**src/rtl/int8_mac_result_buffer.sv**
```systemverilog
// Result buffer behind int8_mac_unit: in-order FIFO of result beats with a
// valid/ready output and a credit-based issue-side ready that reserves a slot per instruction.
module int8_mac_result_buffer #(
    parameter int  XLEN     = 32,
    parameter int  DEPTH    = 4,
    parameter type hartid_t = logic [1:0],
    parameter type id_t     = logic [2:0]
) (
    input  logic                       clk_i,
    input  logic                       rst_ni,
    input  logic                       issue_valid_i,
    output logic                       issue_ready_o,
    input  logic                       mac_valid_i,
    input  logic                       mac_we_i,
    input  logic [XLEN-1:0]            mac_result_i,
    input  logic [4:0]                 mac_rd_addr_i,
    input  hartid_t                    mac_hartid_i,
    input  id_t                        mac_id_i,
    output logic                       result_valid_o,
    input  logic                       result_ready_i,
    output logic [XLEN-1:0]            result_data_o,
    output logic                       result_we_o,
    output logic [4:0]                 result_rd_o,
    output hartid_t                    result_hartid_o,
    output id_t                        result_id_o,
    output logic [$clog2(DEPTH+1)-1:0] count_o,
    output logic                       overflow_o
);
    localparam int CW = $clog2(DEPTH + 1);
    localparam int PW = $clog2(DEPTH);

    typedef struct packed {
        logic            we;
        logic [XLEN-1:0] data;
        logic [4:0]      rd;
        hartid_t         hartid;
        id_t             id;
    } entry_t;

    entry_t        mem_q [DEPTH];
    entry_t        head;
    logic [PW-1:0] wr_ptr_q, wr_ptr_d;
    logic [PW-1:0] rd_ptr_q, rd_ptr_d;
    logic [CW-1:0] count_q, count_d;
    logic [CW-1:0] inflight_q, inflight_d;
    logic          overflow_q, overflow_d;
    logic [CW:0]   occupancy;
    logic          pop, push, issue_fire;

    function automatic logic [PW-1:0] next_ptr(input logic [PW-1:0] ptr);
        return (ptr == PW'(DEPTH - 1)) ? '0 : ptr + PW'(1);
    endfunction

    // A pop frees the head slot, so a full buffer can still accept a beat that cycle.
    assign pop        = (count_q != '0) && result_ready_i;
    assign push       = mac_valid_i && ((count_q != CW'(DEPTH)) || pop);
    assign occupancy  = {1'b0, count_q} + {1'b0, inflight_q};
    assign issue_ready_o = occupancy < (CW + 1)'(DEPTH);
    assign issue_fire = issue_valid_i && issue_ready_o;

    // NOTE: every next-state signal gets a default first, so no path leaves it unassigned and no latch is inferred.
    always_comb begin
        count_d    = count_q;
        inflight_d = inflight_q;
        wr_ptr_d   = wr_ptr_q;
        rd_ptr_d   = rd_ptr_q;
        overflow_d = overflow_q || (mac_valid_i && !push);
        if (push && !pop) begin
            count_d = count_q + CW'(1);
        end else if (pop && !push) begin
            count_d = count_q - CW'(1);
        end
        if (push) wr_ptr_d = next_ptr(wr_ptr_q);
        if (pop)  rd_ptr_d = next_ptr(rd_ptr_q);
        if (issue_fire && !mac_valid_i) begin
            inflight_d = inflight_q + CW'(1);
        end else if (mac_valid_i && !issue_fire && (inflight_q != '0)) begin
            inflight_d = inflight_q - CW'(1);
        end
    end

    // NOTE: sequential state uses non-blocking assignments so every register samples pre-edge values.
    always_ff @(posedge clk_i or negedge rst_ni) begin
        if (!rst_ni) begin
            count_q    <= '0;
            inflight_q <= '0;
            wr_ptr_q   <= '0;
            rd_ptr_q   <= '0;
            overflow_q <= 1'b0;
        end else begin
            count_q    <= count_d;
            inflight_q <= inflight_d;
            wr_ptr_q   <= wr_ptr_d;
            rd_ptr_q   <= rd_ptr_d;
            overflow_q <= overflow_d;
        end
    end

    // NOTE: storage is reset on purpose so the head outputs read as zero after reset; this costs flops, not a RAM macro.
    always_ff @(posedge clk_i or negedge rst_ni) begin
        if (!rst_ni) begin
            for (int i = 0; i < DEPTH; i++) mem_q[i] <= '0;
        end else if (push) begin
            mem_q[wr_ptr_q] <= '{we: mac_we_i, data: mac_result_i, rd: mac_rd_addr_i,
                                 hartid: mac_hartid_i, id: mac_id_i};
        end
    end

    assign head            = mem_q[rd_ptr_q];
    assign result_valid_o  = (count_q != '0);
    assign result_data_o   = head.data;
    assign result_we_o     = head.we;
    assign result_rd_o     = head.rd;
    assign result_hartid_o = head.hartid;
    assign result_id_o     = head.id;
    assign count_o         = count_q;
    assign overflow_o      = overflow_q;
endmodule

```
**config.mk**
```make
export PLATFORM = sky130hd
export DESIGN_NAME = int8_mac_result_buffer
export DESIGN_NICKNAME = d
export VERILOG_FILES = /design/src/rtl/int8_mac_result_buffer.sv
export SDC_FILE = /design/constraint.sdc
export NUM_CORES = 1
export LEC_CHECK = 0
export BUFFER_PORTS_ARGS = -buffer_cell sky130_fd_sc_hd__buf_2
export CORE_MARGIN = 4
export CORE_UTILIZATION = 50
export CTS_CLUSTER_DIAMETER = 150
export DETAILED_ROUTE_END_ITERATION = 7
export PLACE_DENSITY = 0.7
export SYNTH_ARGS = -nofsm -noshare
export SYNTH_HDL_FRONTEND = slang
export SYNTH_SLANG_ARGS = --single-unit
```
**constraint.sdc**
```tcl
create_clock -name clk_i -period 7.8 [get_ports clk_i]
set_input_delay 1.56 -clock clk_i [delete_from_list [all_inputs] [get_ports clk_i]]
set_output_delay 1.56 -clock clk_i [all_outputs]
set_load 0.05 [all_outputs]
```
# Yosys cells after proc, flatten, opt, wreduce, memory -nomap -nowiden
# Cells that the tools add are included.
[op_classes]
n_addsub = 7
muxes = 12
n_lt_le_gt_ge = 4
bitwise = 2
n_eq_ne = 3
reduce_logical = 20
[op_table]
columns = ["cell", "n"]
rows = [
  ["$bwmux W172", 1],
  ["$mux W43", 3],
  ["$bmux W43 S2", 1],
  ["$demux W43 S2", 1],
  ["$mux W3", 4],
  ["$logic_and A1 B1 Y1", 10],
  ["$add A3 B1 Y3 const B", 2],
  ["$ge A3 B3 Y1 const B", 2],
  ["$not A2 Y3", 2],
  ["$reduce_bool A3 Y1", 2],
  ["$sub A3 B1 Y3 const B", 2],
  ["$add A2 B1 Y2 const B", 2],
  ["$add A3 B3 Y4", 1],
  ["$eq A2 B2 Y1 const B", 2],
  ["$logic_not A1 Y1", 4],
  ["$lt A4 B3 Y1 const B", 1],
  ["$mux W2", 2],
  ["$reduce_bool A2 Y1", 2],
  ["$lt A3 B1 Y1 const B", 1],
  ["$ne A3 B3 Y1 const B", 1],
  ["$logic_or A1 B1 Y1", 2],
]
[word_totals]
regBits = 183
out_inout_bits = 49
input_bits = 48
word_cells = 73

# Longest topological paths before layout
# Gate-level depths: netlist of the first run.
[logic_depth]
word_depth = 8
depth_mapped = 9
mapped_depth_nobuf = 8

# Worst setup path before layout of the first run
# No wires, ideal clock.
[synth_path]
path_kind = "register to output"
startpoint = "register count_q[1] (netlist: count_o[1])"
endpoint = "output issue_ready_o"
setup_slack_ns = 3.486
t_arrival_ns = 2.754
path_stages_with_launch = 4
t_required_ns = 6.240
path_cell_list = "dfrtp_1 > ha_1 > and3_1 > nor4_1"
[synth_between]
elab_chain_cells = 2
[synth_lines]
columns = ["element", "line_no", "rtl"]
rows = [
  ["from (decl)", "44", "logic [CW-1:0] count_q, count_d;"],
  ["from (signal assigned)", "91", "count_q <= count_d;"],
  ["$add A3 B3 Y4", "57", "assign occupancy = {1'b0, count_q} + {1'b0, inflight_q};"],
  ["$lt A4 B3 Y1", "58", "assign issue_ready_o = occupancy < (CW + 1)'(DEPTH);"],
  ["to (decl)", "12", "output logic issue_ready_o,"],
]
# Every way passes these cells.

# Worst setup path in the final report of the first run
[layout_path]
startpoint = "register rd_ptr_q[0]"
endpoint = "output result_data_o[20]"
[layout_between]
elab_chain_cells = 4
[layout_lines]
columns = ["element", "line_no", "rtl"]
rows = [
  ["from (decl)", "43", "logic [PW-1:0] rd_ptr_q, rd_ptr_d;"],
  ["from (signal assigned)", "94", "rd_ptr_q <= rd_ptr_d;"],
  ["$not A2 Y3 (not written as such)", "109", "assign head = mem_q[rd_ptr_q];"],
  ["$bmux W43 S2", "109", ""],
  ["$mux W43 (not written as such) (2 in series)", "109", ""],
  ["to (decl)", "21", "output logic [XLEN-1:0] result_data_o,"],
]
# Every way passes these cells. The select of a mux whose other input is x is not followed.

==> results by group, run 1 <==
Placed design
  • Dpl hpwl: 9546 um
  • Placer Congestion: roughly 0.71
  • Port Buf Inserts: between 90 and 100

Global routing
  • Largest net degree at the start of global routing: between 90 and 100
  • Vias in the first global route: 4916
  • GR Overflow Total: 0
  • First-pass GRT wire length: roughly 26000 um
  • Initial antenna violation count: 1
  • GR Util All Layers: 0.1820

Timing
  • RSZ-0062 raised after global routing: no
  • Clk_skew: between 0.007 and 0.008 ns
  • Fmax: 253.8 MHz
  • Worst-margin pin slew: 1.129 ns
  • Slew Viols, Final: 0
  • Setup TNS: 0 ns
  • Slew margin rel.: 0.2477
  • Final hold viol count: 0
  • Fin crit share: 0.5051
  • Minimum clock period: around 3.9 ns
  • Final setup viols: 0

Cells and area
  • Ant diodes: 0
  • Area delta synth->final: 15.43%
  • FILL cells: ~1300
  • Layout cell share with drive strength beyond 1: 0.5897
  • Final nets: ~630

Synth
  • Yosys reg bits: 183
  • Synth top area share: 0.5654
  • Netlist Area Pre-Place: between 8000 and 9000 sq um
  • Yosys top cell by area: dfrtp_1
  • Synth Net Count: 535
  • Post-synth EDFFs: 0
  • Register area share after synthesis: 0.5654
  • Synth cell types: 33
  • Top cells by area, synth: dfrtp_1, mux2_2, mux4_2
  • YS warnings: 0
  • Async SR Flop Fraction: 1.000
  • Predominant post-synthesis flop cell: dfrtp_1
  • Cells after synthesis: around 480
  • Syn Area/Cell: ~17 sq um

Floorplanning
  • Floorplan Core Area: ~16000 sq um
  • Die width: about 140 um
  • Initial core utilization: 0.5098
  • Std cell rows: 46
  • Die Span Y: between 100 and 150 um
  • I/O Pins: just under 100
  • Die area: 18300 sq um

CTS
  • Post_cts resized: 0
  • CTS Buffer Depth: 2
  • Worst skew pair latency: 0.42 ns
  • Post-CTS Hold Fix Bufs: 0
  • CTS clk-pin slew, worst paths: 0.06 ns
  • TritonCTS buffer count: 17
  • # clock sinks: between 150 and 200
  • Post-CTS setup buffers: 0
  • Root Driver: clkbuf_16
  • CTS tree: yes
  • H-tree depth: 4

Route
  • Avg Vias per Cell: 5.555
  • Vias: around 4400
  • First-pass DRT Iterations: 4
  • DRC viols: 0
  • Initial DRC count: just under 200
  • WL final: 15560 um
  • Post-DRT Antenna Nets: 0
  • WL/cell: around 20 um

Worst setup path
  • Max stage delay on crit path: roughly 1.1 ns
  • Worst path bufs/invs: 1
  • CP Launch Type: register
  • Slowest CP cell: dfrtp_4
  • CP Max Fanout: 46
  • CP Cell Sequence: mux4_2 > buf_2
  • Worst Path Required: 6.24 ns
  • Worst setup EP type: output port
  • WP data arrival: around 2.4 ns
  • Top cell family by delay on the critical path: flip-flops
  • Setup CP Type: register to output port

Min path
  • Worst min-delay path category: register to register

Run status
  • Status: complete, no violations

Run
  • Max cap viols: 0
## sequential cells by signal (all words and copies together) (netlist names)
register,cells
count_o,3
mem_q,172
inflight_q,3
overflow_o,1
rd_ptr_q,2
wr_ptr_q,2
## cells in the final DEF (no fill, tap or decap), types with 2 or more instances in the layout
cell / n
dfrtp_1: 181
mux2_2: 161
buf_2: 95
mux4_2: 43
clkbuf_16: 17
mux2_1: 13
ha_1: 8
bufinv_16: 5
nand2_1: 4
inv_1: 4
nand2_4: 4
xor2_1: 4
clkinv_2: 4
o21ai_0: 3
a21o_1: 2
nor2_1: 2
nor3_1: 2
fa_1: 2
clkinvlp_4: 2
clkinv_4: 2
buf_4: 2
## layout make-up
class                   instances  area, sq um  share of cell area
clock buffers                  19        442.9             0.04738
clock inverters                13        202.7             0.02168
inverters                       4        15.01            0.001606
multi-input cells             263         3332              0.3564
flip-flops and latches        183         4584              0.4904
well taps                     216        270.3             0.02891
repair buffers                 98        501.7             0.05367
## layer usage
layer	GRT usage	share of wire
met4	0.05487	0.012
met3	0.04866	0.041
met2	0.3128	0.52
met1	0.2271	0.42
met5	0	0.00077
## worst paths after layout
kind	from	end	slack [ns]	cells past startpoint
setup reg to reg	count_o[2]	inflight_q[1]	5.05	8
max in group asynchronous	rst_ni	mem_q[138]	4.96	2
min in group asynchronous	rst_ni	mem_q[160]	1.21	1
hold / removal	overflow_o	overflow_o	0.47	1
hold reg to reg	overflow_o	overflow_o	0.47	1
setup / recovery	rd_ptr_q[0]	result_data_o[20]	3.86	2
## per-stage QoR
| step | std cells | hold slack [ns] | cell area, sq um | utilization | setup WS [ns] |
|---|---|---|---|---|---|
| after CTS | 796 | 0.4775 | 9349 | 0.5885 | 3.793 |
| after floorplan | 477 | 0.4587 | 8099 | - | 3.486 |
| after global placement | 764 | 0.4371 | 8703 | 0.5479 | 4.073 |
| after global routing | 796 | 0.5000 | 9349 | 0.5885 | 3.701 |
| final | 796 | 0.4741 | 9349 | 0.5885 | 3.861 |
| after detailed placement | 764 | 0.4607 | 8703 | 0.5479 | 3.950 |
## Yosys cell counts (2+ instances only)
library cell,instances
dfrtp_1,183
mux2_2,161
mux4_2,43
buf_4,17
mux2_1,13
ha_1,8
buf_2,6
inv_1,4
nand2_1,4
nand2_4,4
xor2_1,4
clkbuf_1,3
o21ai_0,3
a21o_1,2
fa_1,2
nor2_1,2
nor3_1,2
## cell families after synthesis
logic type,after synthesis,synth area share
multiplexers,217,0.3615
flip-flops,183,0.5654
buffers and inverters,31,0.02317
AND/OR/NAND/NOR,22,0.01993
adder cells (fa/ha/maj),10,0.01730
AO/OA/AOI/OAI,9,0.007260
XOR/XNOR,5,0.005407
Power of run 1 is not shown: default switching activity piles up to over one toggle a cycle in this logic, so the estimate is an artifact.
==> run 2, diff against run 1 <==
Settings changed: PLACE_DENSITY 0.7 to 0.73.
Clock period 7.8 ns to 3.3 ns, I/O delays scaled along.
==> results by group, run 2 (synthesized netlist as in run 1, its figures left out) <==
Run status
  • Status: complete, no violations

Global routing
  • First-pass GRT wire length: between 20000 and 30000 um
  • Vias in the first global route: between 4000 and 5000
  • Initial antenna violation count: 2
  • GR Overflow Total: 0
  • Largest net degree at the start of global routing: between 70 and 80
  • GR Util All Layers: 0.1825

Route
  • WL/cell: between 15 and 20 um
  • DRC viols: 0
  • Post-DRT Antenna Nets: 0
  • Initial DRC count: approximately 180
  • WL final: roughly 16000 um
  • Avg Vias per Cell: 5.529
  • First-pass DRT Iterations: 5
  • Vias: ~4400

CTS
  • CTS clk-pin slew, worst paths: roughly 0.06 ns
  • Worst skew pair latency: approximately 0.42 ns
  • H-tree depth: 4
  • # clock sinks: around 180
  • Post-CTS Hold Fix Bufs: 0
  • CTS Buffer Depth: 2
  • TritonCTS buffer count: 17
  • Post-CTS setup buffers: 0
  • Post_cts resized: 0
  • Root Driver: clkbuf_16
  • CTS tree: yes

Timing
  • Minimum clock period: approximately 3.0 ns
  • Clk_skew: around 0.0097 ns
  • Worst-margin pin slew: 1.061 ns
  • Final hold viol count: 0
  • Slew Viols, Final: 0
  • Slew margin rel.: 0.2909
  • Fmax: approximately 330 MHz
  • Fin crit share: 0.9083
  • Setup TNS: 0 ns
  • Final setup viols: 0
  • RSZ-0062 raised after global routing: no

Floorplanning
  • Die area: between 15000 and 20000 sq um
  • Std cell rows: 46
  • Die width: ~140 um
  • Initial core utilization: 0.5098
  • Die Span Y: roughly 140 um
  • I/O Pins: 97
  • Floorplan Core Area: approximately 16000 sq um

Worst setup path
  • WP data arrival: around 2.3 ns
  • CP Max Fanout: 33
  • Critical Path Sink: result_data_o[29]
  • CP Cell Sequence: buf_4 > mux4_2 > buf_2
  • Worst path bufs/invs: 2
  • Crit path launch: rd_ptr_q[0]
  • CP Launch Type: register
  • Register-to-register setup slack: approximately 0.54 ns
  • R2R Path Start: count_o[2]
  • Top cell family by delay on the critical path: flip-flops
  • Worst setup EP type: output port
  • Max stage delay on crit path: ~0.87 ns
  • Crit. path cell count: 3
  • Path depth of the worst reg2reg path: 4
  • Slowest CP cell: dfrtp_4
  • Setup CP Type: register to output port
  • Worst Path Required: 2.64 ns
  • Worst r2r dst: mem_q[39]

Placed design
  • Placer Congestion: slightly below 0.8
  • Port Buf Inserts: between 90 and 100
  • Dpl hpwl: between 9000 and 10000 um
  • Placed Area: ~8800 sq um

Cells and area
  • Commonest non-fill, non-tap cell in the layout: dfrtp_1
  • Cell area after layout: ~9400 sq um
  • Area delta synth->final: 15.56%
  • FILL cells: 1193
  • Max reg flops: 172
  • Ant diodes: 0
  • Layout cell share with drive strength beyond 1: 0.5886
  • Most frequent cells in the layout: dfrtp_1, mux2_2, buf_2, mux4_2, clkbuf_16
  • Final nets: 630
  • Largest register by flop count: mem_q

Min path
  • Worst min-delay path category: primary input to async pin

Run
  • Max cap viols: 0
run 2: cell count changes in the layout (fill, tap and decap cells not counted):
| cell | before | now |
|---|---|---|
| clkbuf_1 | 1 | 3 |
| nor4_1 | 1 | 0 |
| buf_4 | 2 | 3 |
| clkinv_2 | 4 | 2 |
| clkbuf_8 | 1 | 4 |
| clkinv_4 | 2 | 0 |
| buf_12 | 0 | 4 |
| clkinvlp_4 | 2 | 0 |
| nor4_2 | 0 | 1 |
| bufinv_16 | 5 | 2 |
run 2: how the worst min path moves through the flow:
stage | slack, ns | cells past startpoint | endpoint
2_1_floorplan | 0.36 | 0 | count_o[0]
3_3_place_gp | 0.44 | 1 | overflow_o
3_5_place_dp | 0.44 | 1 | overflow_o
4_1_cts | 0.17 | 1 | mem_q[35]
5_1_grt | 0.19 | 1 | mem_q[33]
6_report | 0.17 | 1 | mem_q[160]
run 2: worst reg2reg max path, delay by kind of cell (launching register included):
kind | cells | cell delay, ns
flip-flops | 1 | 0.44
multiplexers | 1 | 0.52
AND/OR/NAND/NOR | 3 | 1.66
run 2: per-layer routing:
layer / track usage / share of wire
met4: 0.04591 / 0.0097
met5: 0 / 0.0011
met3: 0.04903 / 0.040
met2: 0.3003 / 0.50
met1: 0.2442 / 0.45
run 2: final cells by class:
type	instances	area, sq um	area share
flip-flops and latches	183	4584	0.4898
multi-input cells	263	3338	0.3567
repair buffers	103	589.3	0.06297
clock buffers	24	491.7	0.05254
well taps	216	270.3	0.02888
clock inverters	4	70.07	0.007487
inverters	4	15.01	0.001604
run 2: through the flow:
stage	cells	setup WS (ns)	utilization	hold slack (ns)
after floorplan	477	0.4963	-	0.3644
final	797	0.3026	0.5892	0.1718
after global routing	797	0.1619	0.5892	0.1942
after detailed placement	769	0.3340	0.5538	0.4427
after global placement	769	0.4559	0.5538	0.4450
after CTS	797	0.2555	0.5892	0.1703
Power of run 2 is left out for the same reason.
==> run 3, diff against run 2 <==
Settings changed: CORE_ASPECT_RATIO from default to 0.6, SETUP_SLACK_MARGIN from default to 0.05.
==> results by group, run 3 (synthesized netlist as in run 1, its figures left out) <==
Timing
  • Worst-margin pin slew: 1.013 ns
  • Slew margin rel.: 0.3232
  • Final setup viols: 0
  • Clk_skew: approximately 0.014 ns
  • Slew Viols, Final: 0
  • Setup TNS: 0 ns
  • Fmax: roughly 350 MHz
  • Minimum clock period: 2.862 ns
  • Final hold viol count: 0
  • Fin crit share: 0.8672
  • RSZ-0062 raised after global routing: no

Cells and area
  • Final nets: 630
  • Max reg flops: about 170
  • FILL cells: 1203
  • Largest register by flop count: mem_q
  • Commonest non-fill, non-tap cell in the layout: dfrtp_1
  • Area of the multi-input gates: roughly 3300 sq um
  • Fin cells: 788
  • Area delta synth->final: 15.97%
  • Most frequent cells in the layout: dfrtp_1, mux2_2, buf_2, mux4_2, clkbuf_16
  • Register area: ~4600 sq um
  • Layout cell share with drive strength beyond 1: 0.5925

Worst setup path
  • CP Max Fanout: 22
  • Worst setup EP type: output port
  • Setup CP Type: register to output port
  • R2R Path Start: count_o[2]
  • WP data arrival: 2.20 ns
  • Crit path launch: rd_ptr_q[0]
  • Worst Path Required: ~2.6 ns
  • CP Launch Type: register

Placed design
  • Placed Cells: 756
  • Port Buf Inserts: 96
  • Placer Congestion: 0.7557
  • Dpl hpwl: 10330 um

Run
  • Max cap viols: 0

Route
  • Post-DRT Antenna Nets: 0
  • Avg Vias per Cell: around 5.7
  • WL/cell: 20.46 um
  • Initial DRC count: 185
  • Vias: 4470
  • WL final: between 15000 and 20000 um
  • DRC viols: 0
  • First-pass DRT Iterations: 4

Floorplanning
  • Die width: around 170 um
  • Std cell rows: 35
  • Floorplan Core Area: 15590 sq um
  • Initial core utilization: 0.5195
  • Die area: ~18000 sq um
  • Die Span Y: ~110 um
  • I/O Pins: 97

CTS
  • CTS clk-pin slew, worst paths: ~0.08 ns
  • Worst skew pair latency: between 0.4 and 0.5 ns
  • TritonCTS buffer count: 17
  • CTS tree: yes
  • Post_cts resized: 0
  • Post-CTS setup buffers: 0
  • Root Driver: clkbuf_16
  • CTS Buffer Depth: 2
  • # clock sinks: 183
  • Post-CTS Hold Fix Bufs: 0
  • H-tree depth: 4

Global routing
  • Initial antenna violation count: 2
  • GR Overflow Total: 0
  • GR Util All Layers: 0.1853
  • Largest net degree at the start of global routing: slightly above 70
  • First-pass GRT wire length: approximately 26000 um
  • Vias in the first global route: slightly below 5000

Run status
  • Status: complete, no violations

Min path
  • Worst min-delay path category: primary input to async pin
[run 3: cell count changes in the layout (fill, tap and decap cells not counted), moves of 2 or more]
cell	change
bufinv_16	+2
clkinv_4	+3
clkbuf_8	-4
clkinv_2	-2
inv_6	+4
[run 3: worst max-delay path: stages (launching register included)]
cell and delay (ns):
dfrtp_4 0.78, buf_12 0.25, mux4_2 0.52, buf_2 0.23
[run 3: metal layers]
metal | GRT usage | vias up | share of wire
met2 | 0.2914 | 83 | 0.48
met3 | 0.04974 | 19 | 0.046
met4 | 0.05160 | 4 | 0.0097
li1 | - | 1976 | -
met1 | 0.2575 | 2388 | 0.47
met5 | 0 | - | 0.0016
[run 3: per-stage QoR]
| step | utilization | area [sq um] | hold WS [ns] | worst slack [ns] |
|---|---|---|---|---|
| after global routing | 0.6023 | 9390 | 0.1614 | 0.3185 |
| final | 0.6025 | 9393 | 0.1446 | 0.4381 |
| after detailed placement | 0.5624 | 8768 | 0.4405 | 0.3685 |
| after CTS | 0.6023 | 9390 | 0.1614 | 0.3809 |
| after floorplan | - | 8105 | 0.3644 | 0.4963 |
| after global placement | 0.5624 | 8768 | 0.4374 | 0.4684 |
[run 3: worst paths after layout]
| check | slack (ns) | endpoint | cells after the start |
|---|---|---|---|
| setup / recovery | 0.44 | result_id_o[0] | 3 |
| hold / removal | 0.14 | mem_q[134] | 1 |
| setup reg to reg | 0.59 | inflight_q[1] | 8 |
| hold reg to reg | 0.45 | overflow_o | 1 |
| max in group asynchronous | 2.32 | mem_q[72] | 2 |
| min in group clk_i | 0.45 | overflow_o | 1 |
[run 3: final cells by class]
cell class	instances	share of cell area
flip-flops and latches	183	0.4881
multi-input cells	263	0.3554
repair buffers	103	0.06141
clock buffers	19	0.04609
well taps	203	0.02704
clock inverters	12	0.02011
inverters	4	0.001599
diodes	1	0.0002664
Power of run 3 is left out for the same reason.
